--- src/rtl/cpu_rf_pkg.sv ---
// cpu_rf_pkg: shared sizing and types for the CPU register file.
package cpu_rf_pkg;
    localparam int RF_ENTRIES = 16;
    localparam int RF_AW = 4;
    localparam int DEF_DATA_W = 32;
    typedef logic [RF_ENTRIES-1:0] rf_sel_t;
    typedef logic [RF_AW-1:0] rf_addr_t;
endpackage

--- src/rtl/regfile_onehot16_check.sv ---
// onehot16_check: validates a one-hot write select and encodes its index.
module onehot16_check
    import cpu_rf_pkg::*;
(
    input  rf_sel_t  wsel,
    output logic     is_onehot,
    output rf_addr_t index
);
    // A power of two is the only nonzero value with no bits left after clearing its lowest set bit.
    assign is_onehot = (wsel != '0) && ((wsel & (wsel - rf_sel_t'(1))) == '0);
    always_comb begin
        index = '0;
        for (int i = 0; i < RF_ENTRIES; i++)
            index = index | (wsel[i] ? rf_addr_t'(i) : rf_addr_t'(0));
    end
endmodule

--- src/rtl/regfile_onehot16.sv ---
// regfile_onehot16: 16-entry register file with one-hot write select, write-through bypass
// and malformed-select reporting.
module regfile_onehot16
    import cpu_rf_pkg::*;
#(
    parameter int DATA_W    = DEF_DATA_W,
    parameter bit ZERO_REG  = 1'b1,
    parameter int ERR_CNT_W = 8
) (
    input  logic                 clk,
    input  logic                 rst,
    input  logic                 we,
    input  rf_sel_t              wsel,
    input  logic [DATA_W-1:0]    wdata,
    input  rf_addr_t             raddr_a,
    input  rf_addr_t             raddr_b,
    output logic [DATA_W-1:0]    rdata_a,
    output logic [DATA_W-1:0]    rdata_b,
    output logic                 wsel_err,
    output logic [ERR_CNT_W-1:0] err_cnt
);
    logic [DATA_W-1:0]    mem_q [RF_ENTRIES];
    logic [DATA_W-1:0]    mem_d [RF_ENTRIES];
    logic                 err_q, err_d;
    logic [ERR_CNT_W-1:0] cnt_q, cnt_d;
    logic                 is_onehot;
    rf_addr_t             widx;
    logic                 wr_en;

    onehot16_check u_check (
        .wsel      (wsel),
        .is_onehot (is_onehot),
        .index     (widx)
    );

    // Writes to the hardwired zero entry are dropped here so they also never bypass.
    assign wr_en = we && is_onehot && !(ZERO_REG && widx == '0);
    assign err_d = we && !is_onehot;
    assign cnt_d = (err_d && !(&cnt_q)) ? cnt_q + ERR_CNT_W'(1) : cnt_q;

    always_comb begin
        mem_d = mem_q;
        if (wr_en) mem_d[widx] = wdata;
    end

    always_ff @(posedge clk or posedge rst) begin
        if (rst) begin
            mem_q <= '{default: '0};
            err_q <= 1'b0;
            cnt_q <= '0;
        end else begin
            mem_q <= mem_d;
            err_q <= err_d;
            cnt_q <= cnt_d;
        end
    end

    assign rdata_a  = (ZERO_REG && raddr_a == '0) ? '0 :
                      (wr_en && widx == raddr_a) ? wdata : mem_q[raddr_a];
    assign rdata_b  = (ZERO_REG && raddr_b == '0) ? '0 :
                      (wr_en && widx == raddr_b) ? wdata : mem_q[raddr_b];
    assign wsel_err = err_q;
    assign err_cnt  = cnt_q;
endmodule

--- config.mk ---
export PLATFORM = sky130hd
export DESIGN_NAME = regfile_onehot16
export DESIGN_NICKNAME = d
export VERILOG_FILES = /design/src/rtl/cpu_rf_pkg.sv /design/src/rtl/regfile_onehot16_check.sv /design/src/rtl/regfile_onehot16.sv
export SDC_FILE = /design/constraint.sdc
export NUM_CORES = 1
export LEC_CHECK = 0
export ABC_AREA = 1
export CAP_MARGIN = 5
export CORE_UTILIZATION = 60
export CTS_CLUSTER_DIAMETER = 200
export DETAILED_ROUTE_END_ITERATION = 10
export PLACE_DENSITY = 0.77
export SLEW_MARGIN = 20
export SYNTH_ARGS = -nofsm -noshare
export SYNTH_HDL_FRONTEND = slang
export SYNTH_SLANG_ARGS = --single-unit
--- constraint.sdc ---
create_clock -name clk -period 25.7 [get_ports clk]
set_input_delay 6.425 -clock clk [delete_from_list [all_inputs] [get_ports clk]]
set_output_delay 6.425 -clock clk [all_outputs]
set_load 0.01 [all_outputs]
# After elaboration in Yosys (flattened, before gate mapping)
# Index checks and enable logic that the tools add are counted.
[op_classes] addsub=2 order_cmp=4 n_eq_ne=2 mux=28 bitwise_logic=18 n_reduce_logical=17
[op_table] operator="512-bit bitwise mux" count=1
[op_table] operator="32-bit 2-to-1 mux" count=9
[op_table] operator="32-bit binary-select mux with 4-bit select" count=2
[op_table] operator="32-bit demux with 4-bit select" count=1
[op_table] operator="4-bit OR" count=14
[op_table] operator="4-bit 2-to-1 mux" count=8
[op_table] operator="16-bit AND" count=1
[op_table] operator="16-bit zero test" count=1
[op_table] operator="16-bit nonzero test" count=1
[op_table] operator="16-bit by 1-bit subtractor with 16-bit output (second input constant)" count=1
[op_table] operator="5-bit greater-or-equal comparator (second input constant)" count=3
[op_table] operator="4-bit inverter with 5-bit output" count=3
[op_table] operator="4-bit zero test" count=3
[op_table] operator="3-bit 2-to-1 mux" count=4
[op_table] operator="8-bit by 1-bit adder with 8-bit output (second input constant)" count=1
[op_table] operator="4-bit equality test" count=2
[op_table] operator="1-bit logical AND" count=8
[op_table] operator="8-bit AND reduction" count=1
[op_table] operator="5-bit by 1-bit < comparator with 1-bit output (second input constant)" count=1
[op_table] operator="2-bit 2-to-1 mux" count=2
[op_table] operator="1-bit zero test" count=3
[op_table] operator="1-bit 2-to-1 mux" count=1
[totals] register_bits=521 in_bits=59 output_inout_bits=73 wordCells=89

# Depth between registers and ports, before layout
[depth] depth_word=21 depth_mapped=14 depth_no_buf=13

# Modules after synthesis
# Synthesis repeated with hierarchy kept, for this count alone.
[unflattened] cells_unflattened=4981 hier_area_um2=31719.2
[modules_own_cells] module="regfile_onehot16" instances=1 cells_each=4903 area_each_um2=31353.8 seq_area_each_um2=13037.5
[modules_own_cells] module="onehot16_check" instances=1 cells_each=78 area_each_um2=365.4 seq_area_each_um2=0.0

# Least setup slack after synthesis
# No wires, ideal clock.
[synth_timing] path_type="in2out" from="in wsel[2]" to="out rdata_a[10]" t_arrival_ns=7.983 setup_slack_ns=11.292 stages=12 path_cell_list="nor2_1 -> nand2_1 -> nor2_1 -> nand2_1 -> nand2_1 -> nand3_1 -> nor2_1 -> nand3_1 -> nor2_1 -> clkbuf_1 -> nor2_1 -> nor2_1"
[synth_via] elab_chain_cells=21
[synth_rtl] element="from (decl)" line="regfile_onehot16.sv:13" text="input rf_sel_t wsel,"
[synth_rtl] element="2-bit 2-to-1 mux" line="regfile_onehot16_check.sv:14" text="index = index | (wsel[i] ? rf_addr_t'(i) : rf_addr_t'(0));"
[synth_rtl] element="4-bit OR (14 in a row)" line="regfile_onehot16_check.sv:14"
[synth_rtl] element="4-bit zero test" line="regfile_onehot16.sv:37" text="assign wr_en = we && is_onehot && !(ZERO_REG && widx == '0);"
[synth_rtl] element="1-bit zero test" line="regfile_onehot16.sv:37"
[synth_rtl] element="1-bit logical AND" line="regfile_onehot16.sv:37"
[synth_rtl] element="1-bit logical AND (*)" line="regfile_onehot16.sv:59" text="(wr_en && widx == raddr_a) ? wdata : mem_q[raddr_a];"
[synth_rtl] element="32-bit 2-to-1 mux (*)" line="regfile_onehot16.sv:59"
[synth_rtl] element="32-bit 2-to-1 mux (*)" line="regfile_onehot16.sv:58" text="assign rdata_a = (ZERO_REG && raddr_a == '0) ? '0 :"
[synth_rtl] element="to (decl)" line="regfile_onehot16.sv:17" text="output logic [DATA_W-1:0] rdata_a,"
# Mark *: on every way between the ends. The rest lies on a longest branch, timed or not.

# Final worst setup path
[layout_timing] from="in raddr_a[0]" to="out rdata_a[12]"
[layout_via] elab_chain_cells=6
[layout_rtl] element="from (decl)" line="regfile_onehot16.sv:15" text="input rf_addr_t raddr_a,"
[layout_rtl] element="4-bit inverter with 5-bit output (not written as such)" line="regfile_onehot16.sv:59"
[layout_rtl] element="32-bit binary-select mux with 4-bit select" line="regfile_onehot16.sv:59"
[layout_rtl] element="32-bit 2-to-1 mux (not written as such) (2 in a row)" line="regfile_onehot16.sv:59"
[layout_rtl] element="32-bit 2-to-1 mux" line="regfile_onehot16.sv:59"
[layout_rtl] element="32-bit 2-to-1 mux (*)" line="regfile_onehot16.sv:58"
# Mark *: on every way between the ends. The rest lies on a longest branch, timed or not. The select of a mux whose other input is x is not followed.

==> run metrics <==
biggest area consumer among synthesized cells=dfrtp_1; global-route wire length before repair=153.8 mm; Comb pwr share=0.125; Post-CTS Repair Setup Buffers=0; via density per instance=6.245; Yosys cell types=31; commonest cells after routing, fill and taps aside=nand2_1, a21oi_1, dfrtp_1, o21ai_0, o21ai_1; Clk pin slew, worst setup/hold paths=0.06 ns; number of cells on the worst hold path=0; number of buffers inserted during clock tree synthesis=56; overall routing resource usage=0.3937; Post-Synthesis Net Count=4240; final design area excluding fillers=32010 um2; maximum number of pins on one net before global-route repair=158; standard cell area after detailed placement=30110 um2; largest clock skew in the final design=0.0008009 ns; number of cells in the design after placement=4571; setup repair after global routing missed its margin=false; Critical Path Source Type=input pin; Switching Power=511.7 uW; most common cell after layout, fill and taps aside=nand2_1; Die Footprint=49770 um2; wire length on met1=38.07 mm; Seq pwr share=0.441; # port buffers=131; number of antenna violations at the first check in global routing=1; half-perimeter wire length after placement=51.36 mm; vias in the first global route=27260; leakage power=13.73 nW; largest fanout on the critical path=148; post-synthesis instance area=29330 um2; Data required, critical path=19.27 ns; Final Max Slew Viols=0; global placement routability congestion=0.9047; worst setup margin=8.337 ns; final design utilization=0.6676; effective utilization at floorplan=0.6117; count of yosys warnings during synthesis=0; Top-Level Pins=132; mean routed wirelength per cell=20.86 um; Die Y=223.1 um; worst voltage drop across the vdd grid=0.05160 mV; TritonCTS clock tree=yes; syn_area_per_cell=7.016 um2; fraction of final layout cells sized beyond drive strength 1=0.04361; Cell Pwr Density=58.87 nW/um2; run status=completed; Hold WC Path Type=register to register; wire length reported by the detailed router=97.52 mm; Critical Path Sink Type=primary output; clk sinks=521; number of DRC markers after the initial detailed-route iteration=4086; count of mapped cells out of synthesis=4180; number of remaining DRC errors=0; Hold Slack=0.3751 ns; minimum clock period=17.36 ns; arrival time at the worst endpoint=10.94 ns; Top Layer Used=met4; post-placement setup slack=8.638 ns; Int Pwr=1.373 mW; maximum clock path buffer count=3; Peak Freq=57.59 MHz; post-synth top area share=0.4445; hold buffers post-CTS=0; 1st-pass router iterations=6; cell at the root of the clock tree=clkbuf_16; actual slew at the worst max-slew pin=1.180 ns; clock network latency to the later pin of the worst-skew pair=0.61 ns; detailed-routed wire length on met2=42.31 mm; post-layout total power=1.884 mW; deepest level of the CTS H-tree=2; Layout Area Growth over Synthesis=9.147%; Relative slew margins=0.2130; post-layout net count=4076; Yosys reg bits=521; Cell Count, Final, Fillers Out=4675; number of cells on the worst reg-to-reg path=8; number of maximum-capacitance constraint violations=0; post_cts resized=0; number of hold violations in the final report=0; via count of the routed design=29200; sequential fraction of the synthesis area=0.4445; routed wl met3=11.23 mm; category of the critical setup timing path=input pin to primary output; switching part of the total power=0.2716; ratio of final minimum period to clock period=0.6756; setup total negative slack=0 ns; fraction of power consumed by the clock network=0.435; # setup viols final=0; row count=80; Die X-Extent=223.1 um; residual overflow from global routing=0; Detail Route Antenna Nets=0; Std-Cell Core Area=47950 um2; biggest area contributors in the synthesized netlist=dfrtp_1, nand2_1, a21oi_1
[cell families after synthesis]
family | share of synthesized area
buf+inv | 0.07457
xor+xnor | 0.002986
fa+ha+maj | 0.0004266
compound gates | 0.2497
simple gates | 0.2278
flops | 0.4445
[critical path: stages]
cell,delay (ns)
buf_8,0.62
buf_4,0.94
buf_4,0.90
a21oi_1,0.14
o21ai_0,0.12
nand3_1,0.11
nand2_1,0.10
a21oi_1,0.04
a31oi_1,0.53
nor2_1,0.11
nor2_1,0.14
clkdlybuf4s50_1,0.54
[path summary, 6_finish.rpt]
kind	from	endpoint	slack (ns)
min in group asynchronous	rst	mem_q[385]	6.34
max	raddr_a[0]	rdata_a[12]	8.34
min	mem_q[482]	mem_q[482]	0.38
max in group asynchronous	rst	mem_q[278]	16.31
min reg2reg	mem_q[482]	mem_q[482]	0.38
max reg2reg	err_cnt[0]	err_cnt[3]	24.00
[sequential cells by signal, summed over array words and instances (netlist names)]
name and count:
err_cnt 8, wsel_err 1, mem_q 512
[metal layers]
metal / vias to the layer above / track usage
li1: 13570 / -
met1: 13490 / 0.5213
met2: 1754 / 0.6037
met3: 374 / 0.08139
met4: 0 / 0.2240
met5: - / 0
[Yosys cell counts (all sizes together)]
master     n
nand2   1262
o21ai    738
a21oi    609
dfrtp    521
clkbuf   283
nand3    219
nor2     190
inv      153
buf      107
a31oi     49
a32oi     13
a22oi     10
o211ai     6
xnor2      6
nand4      5
xor2       4
clkinv     3
a21boi     1
ha         1
[layout make-up]
class                           count  area (um2)
Fill cell                        4277       15940
Multi-Input combinational cell   3113       14140
Sequential cell                   521       13040
Timing Repair Buffer              168        1609
Clock buffer                       77        1603
Tap cell                          615       769.5
Inverter                          156       616.8
Clock inverter                     24       236.5
Antenna cell                        1       2.502
[power by group through the flow]
stage                     combinational, mW  sequential [mW]  clock [mW]
final                                 0.235            0.830       0.819
after global routing                  0.254            0.831       0.853
after CTS                             0.229            0.830       0.825
after detailed placement              0.228            0.845           0
after global placement                0.228            0.845           0
after floorplan                       0.135            0.847           0
(Power assumes the default switching activity.)
